--- src/rtl/booth_multiplier_pkg.sv ---
// Shared constants for the radix-2 Booth multiplier: state encoding,
// default operand width and Booth-decode pairs.
package booth_multiplier_pkg;

  localparam int DEFAULT_WIDTH = 32;

  typedef enum logic [1:0] {
    ST_IDLE = 2'd0,
    ST_RUN  = 2'd1,
    ST_DONE = 2'd2
  } state_e;

  // {Q[0], q_m1} pairs that select an add or subtract of the multiplicand.
  localparam logic [1:0] BOOTH_ADD = 2'b01;
  localparam logic [1:0] BOOTH_SUB = 2'b10;

endpackage

--- src/rtl/booth_multiplier_twos_negate.sv ---
// Combinational two's-complement negation (invert plus one) used to form
// the Booth subtract operand from the sign-extended multiplicand.
module twos_negate #(
  parameter int W = 33
) (
  input  logic [W-1:0] value_i,
  output logic [W-1:0] neg_o
);

  assign neg_o = ~value_i + W'(1);

endmodule

--- src/rtl/booth_multiplier.sv ---
// Sequential radix-2 Booth multiplier, one iteration per clock, with a
// start/busy/done handshake. Define MUL_OVF_EN to add the registered ovf output.
module booth_multiplier
  import booth_multiplier_pkg::*;
#(
  parameter int WIDTH = DEFAULT_WIDTH
) (
  input  logic                 clk,
  input  logic                 rst_n,
  input  logic                 start,
  input  logic [WIDTH-1:0]     multiplicand,
  input  logic [WIDTH-1:0]     multiplier,
  output logic                 busy,
  output logic                 done,
  output logic [2*WIDTH-1:0]   product
`ifdef MUL_OVF_EN
  ,
  output logic                 ovf
`endif
);

  localparam int CW = $clog2(WIDTH) + 1;

  state_e               state_q, state_d;
  logic [WIDTH:0]       a_q, a_d;
  logic [WIDTH:0]       m_q, m_d;
  logic [WIDTH:0]       nm;
  logic [WIDTH:0]       sum;
  logic [WIDTH-1:0]     q_q, q_d;
  logic                 qm1_q, qm1_d;
  logic [CW-1:0]        cnt_q, cnt_d;
  logic [2*WIDTH-1:0]   product_q, product_d;
`ifdef MUL_OVF_EN
  logic                 ovf_q, ovf_d;
  logic [WIDTH:0]       prod_top;
`endif

  twos_negate #(.W(WIDTH + 1)) u_negate (
    .value_i (m_q),
    .neg_o   (nm)
  );

  always_comb begin
    // NOTE: every variable gets a default first so no path leaves it
    // unassigned, which would otherwise infer a latch.
    state_d   = state_q;
    a_d       = a_q;
    m_d       = m_q;
    q_d       = q_q;
    qm1_d     = qm1_q;
    cnt_d     = cnt_q;
    product_d = product_q;
    sum       = a_q;
`ifdef MUL_OVF_EN
    ovf_d     = ovf_q;
    prod_top  = '0;
`endif

    unique case (state_q)
      ST_IDLE, ST_DONE: begin
        if (start) begin
          m_d     = {multiplicand[WIDTH-1], multiplicand};
          a_d     = '0;
          q_d     = multiplier;
          qm1_d   = 1'b0;
          cnt_d   = CW'(WIDTH);
          state_d = ST_RUN;
        end else begin
          state_d = ST_IDLE;
        end
      end

      ST_RUN: begin
        if (cnt_q == '0) begin
          // Iterations are finished; the low WIDTH bits of A over Q form the product.
          state_d   = ST_DONE;
          product_d = {a_q[WIDTH-1:0], q_q};
`ifdef MUL_OVF_EN
          prod_top  = product_d[2*WIDTH-1:WIDTH-1];
          ovf_d     = !((&prod_top) || !(|prod_top));
`endif
        end else begin
          unique case ({q_q[0], qm1_q})
            BOOTH_ADD: sum = a_q + m_q;
            BOOTH_SUB: sum = a_q + nm;
            default:   sum = a_q;
          endcase
          // Arithmetic right shift of {A, Q, q_m1}, sign of A replicated.
          a_d   = {sum[WIDTH], sum[WIDTH:1]};
          q_d   = {sum[0], q_q[WIDTH-1:1]};
          qm1_d = q_q[0];
          cnt_d = cnt_q - CW'(1);
        end
      end

      default: state_d = ST_IDLE;
    endcase
  end

  // NOTE: sequential state uses non-blocking assignments so every flop
  // samples the pre-edge values, independent of statement order.
  always_ff @(posedge clk or negedge rst_n) begin
    if (!rst_n) begin
      state_q   <= ST_IDLE;
      a_q       <= '0;
      m_q       <= '0;
      q_q       <= '0;
      qm1_q     <= 1'b0;
      cnt_q     <= '0;
      product_q <= '0;
`ifdef MUL_OVF_EN
      ovf_q     <= 1'b0;
`endif
    end else begin
      state_q   <= state_d;
      a_q       <= a_d;
      m_q       <= m_d;
      q_q       <= q_d;
      qm1_q     <= qm1_d;
      cnt_q     <= cnt_d;
      product_q <= product_d;
`ifdef MUL_OVF_EN
      ovf_q     <= ovf_d;
`endif
    end
  end

  assign busy    = (state_q == ST_RUN);
  assign done    = (state_q == ST_DONE);
  assign product = product_q;
`ifdef MUL_OVF_EN
  assign ovf     = ovf_q;
`endif

endmodule
--- config.mk ---
export PLATFORM = sky130hd
export DESIGN_NAME = booth_multiplier
export DESIGN_NICKNAME = d
export VERILOG_FILES = /design/src/rtl/booth_multiplier_pkg.sv /design/src/rtl/booth_multiplier_twos_negate.sv /design/src/rtl/booth_multiplier.sv
export SDC_FILE = /design/constraint.sdc
export NUM_CORES = 1
export LEC_CHECK = 0
export CAP_MARGIN = 20
export CORE_UTILIZATION = 51
export CTS_CLUSTER_DIAMETER = 60
export DETAILED_ROUTE_END_ITERATION = 16
export GPL_TIMING_DRIVEN = 0
export PLACE_DENSITY = 0.77
export SYNTH_ARGS = -nofsm -noshare
export SYNTH_HDL_FRONTEND = slang
export SYNTH_SLANG_ARGS = --single-unit
--- constraint.sdc ---
create_clock -name clk -period 2.6 [get_ports clk]
set_input_delay 0.65 -clock clk [delete_from_list [all_inputs] [get_ports clk]]
set_output_delay 0.65 -clock clk [all_outputs]
set_load 0.01 [all_outputs]
=== Yosys cells after proc, flatten, opt, wreduce, memory -nomap -nowiden ===
Cells that the tools add are included.

* Bitwise gates (word level): 1
* Multiplexer cells: 16
* Equal/unequal tests: 7
* $add $sub $neg: 4
* Reductions and logical operators: 7

{| class="wikitable"
|+ Operator list
! kind !! count
|-
| $pmux W33 S2 || 2
|-
| $add A33 B33 Y33 || 2
|-
| $mux W33 || 2
|-
| $mux W32 || 2
|-
| $pmux W32 S2 || 1
|-
| $add A33 B1 Y33 const B || 1
|-
| $not A33 Y33 || 1
|-
| $mux W6 || 2
|-
| $pmux W6 S2 || 1
|-
| $logic_not A6 Y1 || 1
|-
| $sub A6 B1 Y6 const B || 1
|-
| $eq A2 B1 Y1 const B || 2
|-
| $eq A2 B2 Y1 const B || 2
|-
| $ne A2 B2 Y1 const B || 2
|-
| $pmux W2 S2 || 1
|-
| $reduce_and A2 Y1 || 2
|-
| $mux W1 || 3
|-
| $reduce_and A3 Y1 || 1
|-
| $logic_not A2 Y1 || 1
|-
| $mux W2 || 1
|-
| $ne A2 B1 Y1 const B || 1
|-
| $pmux W1 S2 || 1
|-
| $reduce_bool A2 Y1 || 1
|-
| $reduce_or A2 Y1 || 1
|}

* Word-level logic and storage cells: 42
* Output and inout bits: 66
* Register bits after elaboration: 170

=== Logic depth before layout (Yosys ltp) ===
Gate-level depths: netlist (run 1).

* Depth in word-level cells: 6
* Gate-level depth with buffers: 12
* Mapped depth without buffers: 12

=== Modules after synthesis ===
Synthesis (run 1) repeated with hierarchy kept, for this count alone.

* Cell total of the unflattened synthesis: 1156
* Area, all modules: 9706.8 um^2

{| class="wikitable"
|+ Modules (own cells, without submodules)
! module !! area each (um^2) !! seq. area each (um^2) !! times used !! cells each
|-
| booth_multiplier || 9086.2 || 4229.1 || 1 || 1066
|-
| twos_negate || 620.6 || 0.0 || 1 || 90
|}

=== Worst setup path before layout (run 1) ===
OpenSTA, ideal clock, no wires.

* Path kind: register to register
* From: register a_q[0]
* To: register a_q[25]
* Clock period less this slack: 2.736 ns
* Path slack: -0.136 ns
* Path buffers: 0
* Cell stages (with the launch flop): 13
* Arrival time: 2.663 ns
* Required time: 2.527 ns
* Library setup time: 0.073 ns
* Cell sequence: dfrtp_1 inv_1 ha_1 fa_1 or2b_1 a21oi_2 o211ai_2 a21oi_2 o21ai_2 o32a_1 nor4b_1 a41o_1 a2bb2oi_2

* Word-level cells in the longest chain between the ends: 4
* Elaborated cells between the ends (all ways): 5

{| class="wikitable"
|+ RTL lines
! item !! RTL line !! source
|-
| start, declared || booth_multiplier.sv:25 || <nowiki>logic [WIDTH:0] a_q, a_d;</nowiki>
|-
| start signal, assigned || booth_multiplier.sv:105 || <nowiki>a_q <= '0;</nowiki>
|-
| start signal, assigned || booth_multiplier.sv:116 || <nowiki>a_q <= a_d;</nowiki>
|-
| $add A33 B33 Y33, on equally long branches || booth_multiplier.sv:85, booth_multiplier.sv:84 ||
|-
| $pmux W33 S2 (*) || booth_multiplier.sv:83 || <nowiki>unique case ({q_q[0], qm1_q})</nowiki>
|-
| $mux W33 (*) || booth_multiplier.sv:74 || <nowiki>if (cnt_q == '0) begin</nowiki>
|-
| $pmux W33 S2 (*) || booth_multiplier.sv:59 || <nowiki>unique case (state_q)</nowiki>
|}

Mark *: on every way between the ends. The rest lies on a longest branch, timed or not. The select of a mux whose other input is x is not followed.
A chain may end at the register's enable or synchronous reset.

=== Final worst setup path (run 1) ===
* From: register a_q[0]
* To: register a_q[17]

The elaborated chain is that of the path after synthesis.

==> results.toml, run 1 <==
[status]
status = "finished with violations"
failed_checks = "negative setup slack"

[placement]
hpwl_mm = 23.8
gp_routability_congestion = 0.946
placed_cells_incl_taps = 1692
numPortBuffers = 132

[cts]
cts_tree = "done"
cts.clk_slew.worst_paths_ns = 0.08
cts_made_buffers = 17
cts_buffer_depth = 2
htree_levels = 4
cts_root_buf = "clkbuf_16"
clock_sink_count = 169
clock_latency_ns = 0.45

[synthesis]
synth_top_family_by_area = "compound AO/OA/AOI/OAI gates"
synth-seq-cells = 169
synth_fa_ha_area_share_pct = 8.23
ys_seq_area_share_pct = 39.6
yosys.area_share.simple_pct = 19.9
synth-edff-count = 0
syn_inst = 1289
synth_compound_area_share_pct = 21.4
syn_nets = 1425
yosysWarnings = 0
yosys.cell_types.count = 82
synth_xor_area_share_pct = 4.35
synth.avg_cell_area_um2 = 8.28
netlist_area_um2 = 10700
synthArstFlopShare_pct = 100
synth_flop_cell = "dfrtp_1"
synth_mux_area_share_pct = 0.797

[timing]
worst_slew_pin_slew_ns = 0.839
setup_viol = 20
period_needed_ns = 3.06
timing.final.crit_share_pct = 118
slew-limit-headroom_pct = 44.1
timing.hold.ws_ns = 0.0810
rsz0062_at_grt = "yes"
final_hold_viol_count = 0
setup_ws_ns = -0.459
timing.fmax_mhz = 327
fin_skew_ns = 0.0122
slew_violations = 0

[detailed_routing]
ant_nets = 0
maxUsedRoutingLayer = "met4"
wl_met2_mm = 16.5
via_per_inst = 5.91
wl_per_cell_um = 19.2
drcViolationCount = 0
wl_met1_mm = 14.9
wirelength_mm = 34.5
drtIter0Drc = 804
wl_met3_mm = 2.23
dr.pass1.iters = 5
vias = 10600

[global_routing]
grt_pass1_wl_mm = 53.8
antenna_found_initial = 0
grt_remaining_overflow = 0
grt_max_degree = 122
track_usage_pct = 31.9
grt_pass1_vias = 9953

[cells_and_area]
final_nets = 1648
drive_gt1_share_pct = 19.7
diodes = 0
fin_cells = 1795
syn_to_final_growth_pct = 35.8

[floorplan]
die-area_um2 = 21500
rows = 52
die_w_um = 147
initial_utilization_pct = 52.4
fp.coreArea_um2 = 20400
die_h_um = 147
io_pins = 133

[worst_setup_path]
cp_data_required_time_ns = 2.93
crit_fanout = 3
crit_type = "reg -> reg"
critical_path_arrival_ns = 3.39
cp-start-kind = "register"
crit_path_end_kind = "register"

[job]
maxCapViolations = 0

[min_path]
hold_path_class = "in -> async"
==> routing by layer <==
| metal | vias to the layer above | global-route usage, % |
|---|---|---|
| li1 | 4889 | - |
| met1 | 5122 | 44.0 |
| met2 | 509 | 51.0 |
| met3 | 85 | 4.91 |
| met4 | 0 | 10.7 |
| met5 | - | 0 |
==> kinds of logic (layout without fill, tap and decap cells) <==
group / after synthesis / count (layout)
and+or+nand+nor: 502 / 502
AOI/OAI and AO/OA: 339 / 339
DFF: 169 / 169
buffers and inverters: 149 / 385
adders and majority gates: 69 / 69
xor gates and xnor gates: 53 / 53
muxes: 8 / 8
==> repair_timing <==
item,CTS,global route
pin swaps,49,69
hold buffers,0,0
setup endpoints to repair,71,83
setup buffers,37,43
resized for setup,112,104
==> cells in the final DEF, fill, tap and decap left out, types with 16 or more instances in the layout <==
cell type / instances
a22oi_1: 19
inv_1: 52
clkbuf_16: 17
clkdlybuf4s50_1: 130
dfrtp_1: 155
o21ai_0: 84
nand2b_1: 18
inv_2: 16
clkbuf_1: 44
nand3_1: 25
nor2_1: 57
xnor2_1: 38
ha_1: 45
a31oi_1: 21
a21oi_1: 50
buf_4: 74
a21o_1: 18
nand2_1: 329
==> registers in the layout, summed over array words and instances, names as in the netlist <==
signal and cells:
a_q 32, cnt_q 6, m_q 32, product 64
q_q 32, qm1_q 1, state_q 2
==> Yosys cell counts, drive strengths merged (5+ instances only) <==
cell / instances / area [µm²]
a21o: 18 / 135
nor2b: 8 / 52.6
o31ai: 13 / 97.6
xor2: 10 / 87.6
a21oi: 65 / 333
xnor2: 43 / 377
nand2b: 19 / 119
nand2: 332 / 1250
nand3: 26 / 130
nor4: 7 / 43.8
nand4: 5 / 37.5
ha: 67 / 838
o21ai: 100 / 504
o21a: 5 / 37.5
inv: 70 / 263
a22oi: 20 / 150
o211ai: 10 / 85.1
or3: 6 / 37.5
o221ai: 8 / 76.3
and3: 5 / 31.3
nor2: 65 / 246
nor3: 14 / 70.1
clkbuf: 54 / 203
a221oi: 15 / 138
o21bai: 13 / 97.6
a311oi: 9 / 97.6
dfrtp: 169 / 4230
a31oi: 23 / 144
buf: 24 / 145
==> per-stage QoR <==
stage | util (%) | TNS, ns | cell area, µm² | setup slack (ns)
floorplan | - | 0 | 10700 | 0.00509
global placement | 60.7 | -1065.28 | 12400 | -6.18
detailed placement | 60.8 | -25.36 | 12400 | -0.759
CTS | 67.6 | -3.29 | 13800 | -0.379
global route | 71.2 | -6.72 | 14500 | -0.529
finish | 71.2 | -4.61 | 14500 | -0.459
==> path summary, 6_finish.rpt <==
path / startpoint / cells after the start / end / slack, ns
worst min register to register: product[14] / 2 / product[14] / 0.47
min in group clk: product[14] / 2 / product[14] / 0.47
worst max register to register: a_q[0] / 13 / a_q[17] / -0.46
worst min-delay path: rst_n / 1 / product[38] / 0.08
max in group asynchronous: rst_n / 2 / a_q[8] / 1.54
worst max-delay path: a_q[0] / 13 / a_q[17] / -0.46
==> final cells by class <==
type,instances,area (µm²)
plain buffers,73,382
clock buffers,17,425
clock inverters,15,211
fillers,1554,5860
inverters,71,274
multi-input cells,971,6680
flip-flops and latches,169,4250
well taps,270,338
repair buffers,209,1950
==> worst max-delay path, cell delays in order (launching register included) <==
cell and delay (ns):
dfrtp_1 0.39, ha_2 0.21, inv_2 0.04, fa_2 0.41
o21ba_4 0.22, nor4_4 0.29, o31a_1 0.19, buf_6 0.13
o31ai_4 0.06, a21oi_2 0.18, o211ai_1 0.14, mux2_1 0.37
a32oi_1 0.21, nand2_1 0.09
Power of run 1 is not shown: default switching activity piles up to over one toggle a cycle in this logic, so the estimate is an artifact.
==> inputs of run 2 (changes only) <==
--- a/config.mk
+++ b/config.mk
@@ -5,7 +5,7 @@
 export SDC_FILE = /design/constraint.sdc
 export NUM_CORES = 1
 export LEC_CHECK = 0
-export CAP_MARGIN = 20
+export CAP_MARGIN = 25
 export CORE_UTILIZATION = 51
 export CTS_CLUSTER_DIAMETER = 60
 export DETAILED_ROUTE_END_ITERATION = 16
==> results of run 2 <==
Final layout, timing and power as in run 1 (identical DEF).
Power of run 2 is left out for the same reason.
==> inputs of run 3 (changes only) <==
==> constraint.sdc (replaced) <==
create_clock -name clk -period 2.6 [get_ports clk]
set_input_delay 0.65 -clock clk [delete_from_list [all_inputs] [get_ports clk]]
set_output_delay 0.65 -clock clk [all_outputs]
set_load 0.1 [all_outputs]
==> results.toml, run 3 (same netlist as run 1, synthesis figures left out) <==
[floorplan]
initial_utilization_pct = 52.4
io_pins = 133
die_h_um = 147
rows = 52
die-area_um2 = 21500
fp.coreArea_um2 = 20400
die_w_um = 147

[cts]
clock_sink_count = 169
htree_levels = 4
cts_buffer_depth = 2
cts_tree = "done"
cts.clk_slew.worst_paths_ns = 0.08
cts_hold_buf = 0
clock_latency_ns = 0.45
cts_made_buffers = 17
cts_root_buf = "clkbuf_16"

[timing]
final_hold_viol_count = 0
rsz0062_at_grt = "yes"
setup_ws_ns = -0.407
timing.final.crit_share_pct = 116
slew-limit-headroom_pct = 31.7
worst_slew_pin_slew_ns = 1.03
tns_ns = -3.96
fin_skew_ns = 0.0122
setup_viol = 17
slew_violations = 0
period_needed_ns = 3.01
timing.fmax_mhz = 333

[worst_setup_path]
cp-start-kind = "register"
crit_family = "compound AO/OA/AOI/OAI gates"
critPathMaxStageDelay_ns = 0.44
crit_type = "reg -> reg"
crit_path_end_kind = "register"
path_buf_inv = 1
path_cells = "ha_2, inv_2, fa_2, o21ba_4, nor4_4, o31a_1, o311ai_4, nand4_4, a311oi_2, xnor2_1, o221ai_2, a2bb2oi_2"
cp_data_required_time_ns = 2.93
crit_fanout = 3
critical_path_arrival_ns = 3.34
cpMaxStageDelayCell = "dfrtp_2"

[cells_and_area]
largest_reg_flops = 64
final_nets = 1624
layout_commonest_cell = "nand2_1"
multi_input_area_um2 = 6590
syn_to_final_growth_pct = 33.9
mostFrequentLayoutCells = "328 x nand2_1, 158 x dfrtp_1, 87 x o21ai_0"
drive_gt1_share_pct = 17.1
fillerInstances = 1612
seqCellArea_um2 = 4240
diodes = 0

[detailed_routing]
ant_nets = 0
vias = 10400
drcViolationCount = 0
wirelength_mm = 34.8
dr.pass1.iters = 8
via_per_inst = 5.90
drtIter0Drc = 1055
wl_per_cell_um = 19.7

[global_routing]
grt_max_degree = 122
track_usage_pct = 32.1
grt_pass1_wl_mm = 53.9
grt_remaining_overflow = 0
grt_pass1_vias = 10000
antenna_found_initial = 0

[placement]
numPortBuffers = 132
gp_routability_congestion = 0.965
hpwl_mm = 23.8

[status]
failed_checks = "negative setup slack"
status = "finished with violations"

[job]
maxCapViolations = 0

[min_path]
hold_path_class = "in -> async"
[run 3: changes by cell type in the layout (fill, tap and decap cells not counted), moves of 4 or more]
cell	previous run	this run
inv_2	16	11
ha_1	45	54
inv_1	52	59
ha_2	8	3
dlymetal6s2s_1	0	41
clkdlybuf4s50_1	130	70
buf_4	74	50
ha_4	14	10
dlygate4sd2_1	1	19
[run 3: final cells by class]
| class | instances | share of cell area, % |
|---|---|---|
| well taps | 270 | 2.36 |
| plain buffers | 75 | 2.75 |
| clock inverters | 15 | 1.40 |
| repair buffers | 183 | 12.9 |
| clock buffers | 17 | 2.98 |
| inverters | 71 | 1.86 |
| multi-input cells | 971 | 46.1 |
| flip-flops and latches | 169 | 29.7 |
[run 3: final timing paths]
kind | start | slack (ns) | depth (start not counted) | end
max reg2reg | m_q[0] | -0.41 | 12 | a_q[25]
min | rst_n | 0.1 | 1 | product[38]
min in group clk | product[61] | 0.47 | 2 | product[61]
max | m_q[0] | -0.41 | 12 | a_q[25]
max in group asynchronous | rst_n | 1.52 | 2 | a_q[1]
min reg2reg | product[61] | 0.47 | 2 | product[61]
[run 3: per-layer routing]
layer / GRT usage, % / vias up / share of wire (%)
met5: 0 / - / 0
met4: 12.8 / 0 / 3.3
met3: 5.63 / 101 / 6.6
met2: 50.5 / 473 / 46
met1: 43.8 / 5048 / 44
li1: - / 4825 / -
[run 3: repair_timing]
item / CTS / global route
endpoints found under the hold margin: 0 / 0
endpoints found under the setup margin: 85 / 153
resized for setup: 123 / 133
pin swaps: 37 / 40
setup buffers: 25 / 25
[run 3: stage by stage]
stage	util, %	setup slack [ns]	hold WS [ns]	instances	area [µm²]
after floorplan	-	-0.00634	0.354	1289	10700
after global placement	60.7	-6.21	0.459	1691	12400
after detailed placement	60.9	-0.801	0.462	1692	12400
after CTS	66.7	-0.373	0.123	1747	13600
after global routing	70.2	-0.481	0.130	1771	14300
final	70.2	-0.407	0.0989	1771	14300
Power of run 3 is left out for the same reason.
